<file path="src/rtl/apb_master_pkg.sv">
// Shared types and constants for the APB requester: FSM state encoding and
// the register map of the I2C bridge completer it talks to.
package apb_master_pkg;

    typedef enum logic [1:0] {
        ST_IDLE,
        ST_SETUP,
        ST_ACCESS,
        ST_RESP
    } apb_state_e;

    localparam logic [31:0] ADDR_TX_FIFO = 32'd0;
    localparam logic [31:0] ADDR_RX_FIFO = 32'd4;
    localparam logic [31:0] ADDR_CONFIG  = 32'd8;
    localparam logic [31:0] ADDR_TIMEOUT = 32'd12;

endpackage

</file>
<file path="src/rtl/apb_wait_timer.sv">
// Saturating wait-state counter; expired_o flags that the current ACCESS
// cycle is the LIMIT-th one. LIMIT = 0 never expires.
module apb_wait_timer #(
    parameter int LIMIT = 16
) (
    input  logic clk_i,
    input  logic rst_i,
    input  logic clr_i,
    input  logic en_i,
    output logic expired_o
);

    localparam int W = (LIMIT > 0) ? $clog2(LIMIT + 1) : 1;

    logic [W-1:0] cnt_q;
    logic [W-1:0] cnt_d;

    always_comb begin
        cnt_d = cnt_q;
        if (clr_i) begin
            cnt_d = '0;
        end else if (en_i && (int'(cnt_q) < LIMIT)) begin
            cnt_d = cnt_q + 1'b1;
        end
    end

    always_ff @(posedge clk_i or posedge rst_i) begin
        if (rst_i) begin
            cnt_q <= '0;
        end else begin
            cnt_q <= cnt_d;
        end
    end

    // cnt_q counts completed low-PREADY cycles, so the current one is cnt_q+1.
    assign expired_o = (LIMIT > 0) && ((int'(cnt_q) + 1) >= LIMIT);

endmodule

</file>
<file path="src/rtl/apb_master.sv">
// Single-outstanding APB requester: turns a valid/ready command stream into
// SETUP/ACCESS transfers with a bounded wait-state timeout.
module apb_master
    import apb_master_pkg::*;
#(
    parameter int TIMEOUT_CYCLES = 16
) (
    input  logic        PCLK,
    input  logic        PRESET,
    input  logic        CMD_VALID,
    output logic        CMD_READY,
    input  logic        CMD_WRITE,
    input  logic [31:0] CMD_ADDR,
    input  logic [31:0] CMD_WDATA,
    output logic        RSP_VALID,
    input  logic        RSP_READY,
    output logic [31:0] RSP_RDATA,
    output logic        RSP_ERR,
    output logic        RSP_TIMEOUT,
    output logic        PSELx,
    output logic        PENABLE,
    output logic        PWRITE,
    output logic [31:0] PADDR,
    output logic [31:0] PWDATA,
    input  logic [31:0] PRDATA,
    input  logic        PREADY,
    input  logic        PSLVERR
);

    apb_state_e  state_q, state_d;
    logic        pwrite_q, pwrite_d;
    logic [31:0] paddr_q, paddr_d;
    logic [31:0] pwdata_q, pwdata_d;
    logic [31:0] rdata_q, rdata_d;
    logic        err_q, err_d;
    logic        tmo_q, tmo_d;
    logic        tmr_clr, tmr_en, tmr_expired;

    apb_wait_timer #(
        .LIMIT(TIMEOUT_CYCLES)
    ) u_timer (
        .clk_i    (PCLK),
        .rst_i    (PRESET),
        .clr_i    (tmr_clr),
        .en_i     (tmr_en),
        .expired_o(tmr_expired)
    );

    always_comb begin
        state_d  = state_q;
        pwrite_d = pwrite_q;
        paddr_d  = paddr_q;
        pwdata_d = pwdata_q;
        rdata_d  = rdata_q;
        err_d    = err_q;
        tmo_d    = tmo_q;
        tmr_clr  = 1'b0;
        tmr_en   = 1'b0;
        unique case (state_q)
            ST_IDLE: begin
                if (CMD_VALID) begin
                    pwrite_d = CMD_WRITE;
                    paddr_d  = CMD_ADDR;
                    pwdata_d = CMD_WDATA;
                    tmr_clr  = 1'b1;
                    state_d  = ST_SETUP;
                end
            end
            ST_SETUP: begin
                state_d = ST_ACCESS;
            end
            ST_ACCESS: begin
                // A ready completer wins even in the last allowed cycle.
                if (PREADY) begin
                    rdata_d = pwrite_q ? 32'd0 : PRDATA;
                    err_d   = PSLVERR;
                    tmo_d   = 1'b0;
                    state_d = ST_RESP;
                end else if (tmr_expired) begin
                    rdata_d = 32'd0;
                    err_d   = 1'b1;
                    tmo_d   = 1'b1;
                    state_d = ST_RESP;
                end else begin
                    tmr_en = 1'b1;
                end
            end
            ST_RESP: begin
                if (RSP_READY) begin
                    state_d = ST_IDLE;
                end
            end
            default: begin
                state_d = ST_IDLE;
            end
        endcase
    end

    always_ff @(posedge PCLK or posedge PRESET) begin
        if (PRESET) begin
            state_q  <= ST_IDLE;
            pwrite_q <= 1'b0;
            paddr_q  <= 32'd0;
            pwdata_q <= 32'd0;
            rdata_q  <= 32'd0;
            err_q    <= 1'b0;
            tmo_q    <= 1'b0;
        end else begin
            state_q  <= state_d;
            pwrite_q <= pwrite_d;
            paddr_q  <= paddr_d;
            pwdata_q <= pwdata_d;
            rdata_q  <= rdata_d;
            err_q    <= err_d;
            tmo_q    <= tmo_d;
        end
    end

    // Bus strobes decode straight from state so reset drops them immediately.
    assign CMD_READY   = (state_q == ST_IDLE);
    assign PSELx       = (state_q == ST_SETUP) || (state_q == ST_ACCESS);
    assign PENABLE     = (state_q == ST_ACCESS);
    assign RSP_VALID   = (state_q == ST_RESP);
    assign PWRITE      = pwrite_q;
    assign PADDR       = paddr_q;
    assign PWDATA      = pwdata_q;
    assign RSP_RDATA   = rdata_q;
    assign RSP_ERR     = err_q;
    assign RSP_TIMEOUT = tmo_q;

endmodule

</file>
<file path="config.mk">
export PLATFORM = sky130hd
export DESIGN_NAME = apb_master
export DESIGN_NICKNAME = d
export VERILOG_FILES = /design/src/rtl/apb_master_pkg.sv /design/src/rtl/apb_wait_timer.sv /design/src/rtl/apb_master.sv
export SDC_FILE = /design/constraint.sdc
export NUM_CORES = 1
export LEC_CHECK = 0
export ABC_AREA = 1
export CORE_MARGIN = 2
export CORE_UTILIZATION = 41
export DETAILED_ROUTE_END_ITERATION = 10
export GPL_TIMING_DRIVEN = 0
export PLACE_DENSITY = 0.9
export SLEW_MARGIN = 0
export SYNTH_ARGS = -nofsm -noshare
export SYNTH_HDL_FRONTEND = slang
export SYNTH_HIERARCHICAL = 1
export SYNTH_SLANG_ARGS = --single-unit
</file>
<file path="constraint.sdc">
create_clock -name PCLK -period 5.84 [get_ports PCLK]
set_input_delay 1.168 -clock PCLK [delete_from_list [all_inputs] [get_ports PCLK]]
set_output_delay 1.168 -clock PCLK [all_outputs]
set_load 0.1 [all_outputs]
</file>
# == Word-level counts from Yosys, hierarchy flattened ==
# Index checks and enable logic that the tools add are counted.
# totals
inputBits,103
regBits,106
out_inout_bits,103
# classes
mux,18
n_reduce_logical,8
addsub,2
n_eq_ne,6
magnitude_cmp,2
# ops
cell,count
$mux W32,3
$ge A32 B6 Y1 const B,1
$mux W5,2
$mux W1,8
$mux W2,4
$pmux W2 S4,1
$add A5 B1 Y6 const B,1
$add A5 B1 Y5 const B,1
$lt A5 B5 Y1 const B,1
$eq A2 B2 Y1 const B,2
$reduce_and A2 Y1,2
$reduce_bool A2 Y1,2
$ne A3 B1 Y1 const B,1
$reduce_and A3 Y1,1
$eq A2 B1 Y1 const B,1
$logic_not A2 Y1,1
$ne A2 B1 Y1 const B,1
$ne A2 B2 Y1 const B,1
$logic_and A1 B1 Y1,1
$logic_or A1 B1 Y1,1

# == Logic depth before layout (Yosys ltp) ==
# depth
ltp_word,8
depth_mapped,13
ltp_nobuf,13

# == Modules after synthesis ==
# Netlist, hierarchy kept.
# modules_own_cells
mod,instances,area_each_um2,cells_each
apb_master,1,4007.6,449
apb_wait_timer,1,272.8,33

# == Worst setup path after synthesis ==
# No wires, ideal clock.
# synth_timing
path_kind,reg-to-output
from,reg state_q[0]
to,out PENABLE
setup_slack_ns,3.382
required_time_ns,4.672
stages_incl_launch_ff,3
arrival_time_ns,1.290
path_buffers,0
cell_sequence,dfrtp_1 > inv_1 > ha_1
# synth_between
elab_chain_cells,1
# synth_lines
element,line,source
start: declaration,apb_master.sv:30,"apb_state_e state_q, state_d;"
start signal: assignment,apb_master.sv:109,state_q <= state_d;
$eq A2 B2 Y1,apb_master.sv:122,assign PENABLE = (state_q == ST_ACCESS);
end: declaration,apb_master.sv:21,"output logic PENABLE,"
# No other way between the ends.

# == Worst setup path after layout ==
# Same ends and word-level chain as after synthesis.

==> flow_summary.json <==
{
  "drt_drc_violations_left": 0,
  "via_count_of_the_first_global_routing_pass": 4067,
  "layout.filler_cells": 814,
  "cts_max_level": 3,
  "critPathTopFamily": "buffers and inverters",
  "globalplace.congestion": 0.835,
  "wl_per_cell_um": 14.6,
  "clockRootBuffer": "sky130_fd_sc_hd__clkbuf_8",
  "cts_resized": 0,
  "timing.critical_path.depth": 3,
  "synth_largest_area_cell": "sky130_fd_sc_hd__dfrtp_1",
  "post_synthesis_compound_gate_area_fraction_pct": 0.818,
  "headroom_to_the_max_slew_limit_pct": 31.0,
  "drt_pass1_iterations": 4,
  "num_vias": 3962,
  "synthXorXnorAreaFrac_pct": 0.205,
  "finalSetupViolations": 0,
  "worstHoldPathType": "register to register",
  "fp.dieH_um": 106,
  "worstSetupStartpointType": "register",
  "holdBufCountCts": 0,
  "post_cts.repair.setup_buffers": 0,
  "die_area_um2": 11300,
  "timing.hold.worst_path_depth": 2,
  "synth_top_family_by_area": "simple AND/OR/NAND/NOR gates",
  "post_synth_fa_ha_maj_area_fraction_pct": 1.17,
  "status": "finished clean",
  "number_of_register_bits_inferred_by_synthesis": 106,
  "layout-drive-gt1-share_pct": 6.83,
  "synth_area_leaders": "sky130_fd_sc_hd__dfrtp_1 62%, sky130_fd_sc_hd__nand2_1 24%, sky130_fd_sc_hd__nand3_1 4.1%, sky130_fd_sc_hd__buf_4 1.4%, sky130_fd_sc_hd__buf_2 1.3%",
  "synth.distinct_cells": 23,
  "max_clock_freq_mhz": 290,
  "numClockSinks": 106,
  "count_of_buffering_cells_on_the_critical_path_with_inverters_included": 2,
  "drt_first_iter_violations": 268,
  "critical-path-max-stage-delay_ns": 1.18,
  "layout_min_cycle_time_ns": 3.45,
  "slew_viol_final": 0,
  "post_synth_and_or_nand_nor_area_fraction_pct": 30.8,
  "cts-buffers-inserted": 9,
  "path_class": "register to output port",
  "placement.io_buffers": 205,
  "grt_max_degree": 60,
  "timing.final.crit_share_pct": 59.0,
  "core.rowCount": 37,
  "area_delta_synth_final_pct": 56.9,
  "ys.warnings.count": 6,
  "worst_margin_slew_ns": 1.03,
  "globalRouteOverflowTotal": 0,
  "grt_antenna_before_repair": 0,
  "clk_pin_slew_ns": 0.09,
  "max_cap_viols": 0,
  "yosys-mux-area-fraction_pct": 0,
  "synth.cell_area_um2": 4280,
  "synthesis.instances": 482,
  "max-clock-path-buffers": 2,
  "placeableCoreArea_um2": 10200,
  "synth_sequential_area_ratio_pct": 62.0,
  "unrepaired_setup_endpoints_after_global_routing": "no",
  "layout.area.seq_um2": 2650,
  "detail-route-antenna-nets": 0,
  "final_setup_tns_ns": 0,
  "fin_skew_ns": 0.00567,
  "timing.critical_path.slowest_stage_cell": "sky130_fd_sc_hd__clkdlybuf4s50_1",
  "worst-path-max-fanout": 4,
  "finalWirelength_mm": 12.2,
  "netlist.area_leader.share_pct": 62.0,
  "worstSetupEndpointType": "output port",
  "combined_area_of_the_multi_input_logic_cells_um2": 1410,
  "io_pins": 206,
  "timing.reg2reg.worst_path_depth": 13,
  "insertion_delay_ns": 0.37,
  "timing_hold_violations_final": 0,
  "hpwl_mm": 9.26,
  "initial_utilization_pct": 41.8,
  "worst_ep_required_time_ns": 4.67,
  "crit_arrival_ns": 2.28,
  "cp_cell_sequence": "inv_1 > ha_1 > clkdlybuf4s50_1",
  "globalRouteTotalUtil_pct": 22.4,
  "nets": 806,
  "die_width_um": 106,
  "antenna_cells_inserted": 0,
  "cts_tree": "yes",
  "postSynthNetCount": 589,
  "synth_area_per_cell_um2": 8.88,
  "post_drt_via_cell_ratio": 4.72,
  "grt_first_pass_wirelength_mm": 19.7
}
flip-flops by register name (all words and copies together) (netlist names):
register and flops:
PADDR 32, PWDATA 32, RSP_RDATA 32, u_timer/cnt_q 5, state_q 2, PWRITE 1, RSP_ERR 1, RSP_TIMEOUT 1
Yosys cell counts:
library cell and instances:
sky130_fd_sc_hd__a21boi_0 1, sky130_fd_sc_hd__a21oi_1 1, sky130_fd_sc_hd__buf_2 11, sky130_fd_sc_hd__buf_4 8, sky130_fd_sc_hd__buf_6 3, sky130_fd_sc_hd__clkbuf_1 1
sky130_fd_sc_hd__dfrtp_1 106, sky130_fd_sc_hd__ha_1 4, sky130_fd_sc_hd__inv_1 11, sky130_fd_sc_hd__inv_2 6, sky130_fd_sc_hd__nand2_1 275, sky130_fd_sc_hd__nand2_2 1
sky130_fd_sc_hd__nand2_4 1, sky130_fd_sc_hd__nand3_1 35, sky130_fd_sc_hd__nand4_1 2, sky130_fd_sc_hd__nor2_1 8, sky130_fd_sc_hd__nor2_4 2, sky130_fd_sc_hd__nor2_8 1
sky130_fd_sc_hd__nor3b_1 1, sky130_fd_sc_hd__o211ai_1 1, sky130_fd_sc_hd__o21a_1 1, sky130_fd_sc_hd__o21bai_1 1, sky130_fd_sc_hd__xor2_1 1
per-stage QoR:
step                      util (%)  worst slack (ns)  hold slack, ns  std cells  cell area, um2
final                         65.7              2.39           0.483        839            6720
after detailed placement      63.8              2.77           0.468        824            6530
after CTS                     65.7              2.36           0.491        839            6720
after global placement        63.6             0.555           0.460        823            6500
after global routing          65.7              2.30           0.504        839            6720
after floorplan                  -              2.02           0.470        482            4280
layout by cell type, fill, tap and decap left out:
master,count
sky130_fd_sc_hd__ha_1,4
sky130_fd_sc_hd__nand4_1,2
sky130_fd_sc_hd__nor3b_1,1
sky130_fd_sc_hd__a21oi_1,1
sky130_fd_sc_hd__clkbuf_1,3
sky130_fd_sc_hd__nand3_1,35
sky130_fd_sc_hd__clkdlybuf4s50_1,205
sky130_fd_sc_hd__o21a_1,1
sky130_fd_sc_hd__o211ai_1,1
sky130_fd_sc_hd__buf_16,1
sky130_fd_sc_hd__o21bai_1,1
sky130_fd_sc_hd__nand2_1,275
sky130_fd_sc_hd__clkbuf_8,10
sky130_fd_sc_hd__inv_2,6
sky130_fd_sc_hd__dfrtp_1,106
sky130_fd_sc_hd__nand2_4,1
sky130_fd_sc_hd__nand2_2,1
sky130_fd_sc_hd__inv_4,1
sky130_fd_sc_hd__bufinv_16,1
sky130_fd_sc_hd__nor2_8,1
sky130_fd_sc_hd__clkinv_2,2
sky130_fd_sc_hd__nor2_1,8
sky130_fd_sc_hd__buf_2,11
sky130_fd_sc_hd__buf_4,8
sky130_fd_sc_hd__a21boi_0,1
sky130_fd_sc_hd__xor2_1,1
sky130_fd_sc_hd__inv_1,10
sky130_fd_sc_hd__nor2_4,2
sky130_fd_sc_hd__buf_6,3
kinds of logic after synthesis:
family,Yosys count
compound gates,5
simple gates,326
xor+xnor,1
buf+inv,40
flops,106
fa+ha+maj,4
path summary, 6_finish.rpt:
| kind | startpoint | endpoint | slack (ns) |
|---|---|---|---|
| min in group asynchronous | PRESET | u_timer/cnt_q[2] | 1.11 |
| max in group asynchronous | PRESET | PWDATA[13] | 3.91 |
| setup / recovery | state_q[0] | PENABLE | 2.39 |
| setup reg to reg | u_timer/cnt_q[0] | u_timer/cnt_q[2] | 3.90 |
| hold / removal | RSP_RDATA[23] | RSP_RDATA[23] | 0.48 |
| hold reg to reg | RSP_RDATA[23] | RSP_RDATA[23] | 0.48 |
per-layer routing:
layer	vias to the layer above	track usage, %	share of wire [%]
met2	178	37.6	48
met1	1858	26.3	40
met4	0	9.87	2.4
met5	-	0	0
li1	1905	-	-
met3	21	7.11	9.6
cell type report:
class / instances / share of cell area (%)
flip-flops and latches: 106 / 39.5
clock inverters: 3 / 0.596
plain buffers: 23 / 2.27
well taps: 136 / 2.53
multi-input cells: 336 / 21.0
repair buffers: 206 / 31.0
clock buffers: 12 / 2.16
inverters: 17 / 0.987
worst reg2reg max path, cell delays in order (launching register included):
cell                       delay [ns]
sky130_fd_sc_hd__dfrtp_1         0.40
sky130_fd_sc_hd__ha_1            0.20
sky130_fd_sc_hd__nand3_1         0.10
sky130_fd_sc_hd__nand2_1         0.09
sky130_fd_sc_hd__a21boi_0        0.34
sky130_fd_sc_hd__nor2_4          0.09
sky130_fd_sc_hd__nand2_1         0.14
sky130_fd_sc_hd__inv_1           0.10
sky130_fd_sc_hd__nand2_4         0.11
sky130_fd_sc_hd__inv_2           0.05
sky130_fd_sc_hd__nand2_2         0.05
sky130_fd_sc_hd__nand2_1         0.05
sky130_fd_sc_hd__nand2_1         0.07
sky130_fd_sc_hd__nor2_1          0.04
Power is left out: the tool's default activity adds up to more than one toggle a clock period on the data nets, which glitch-free logic cannot reach.
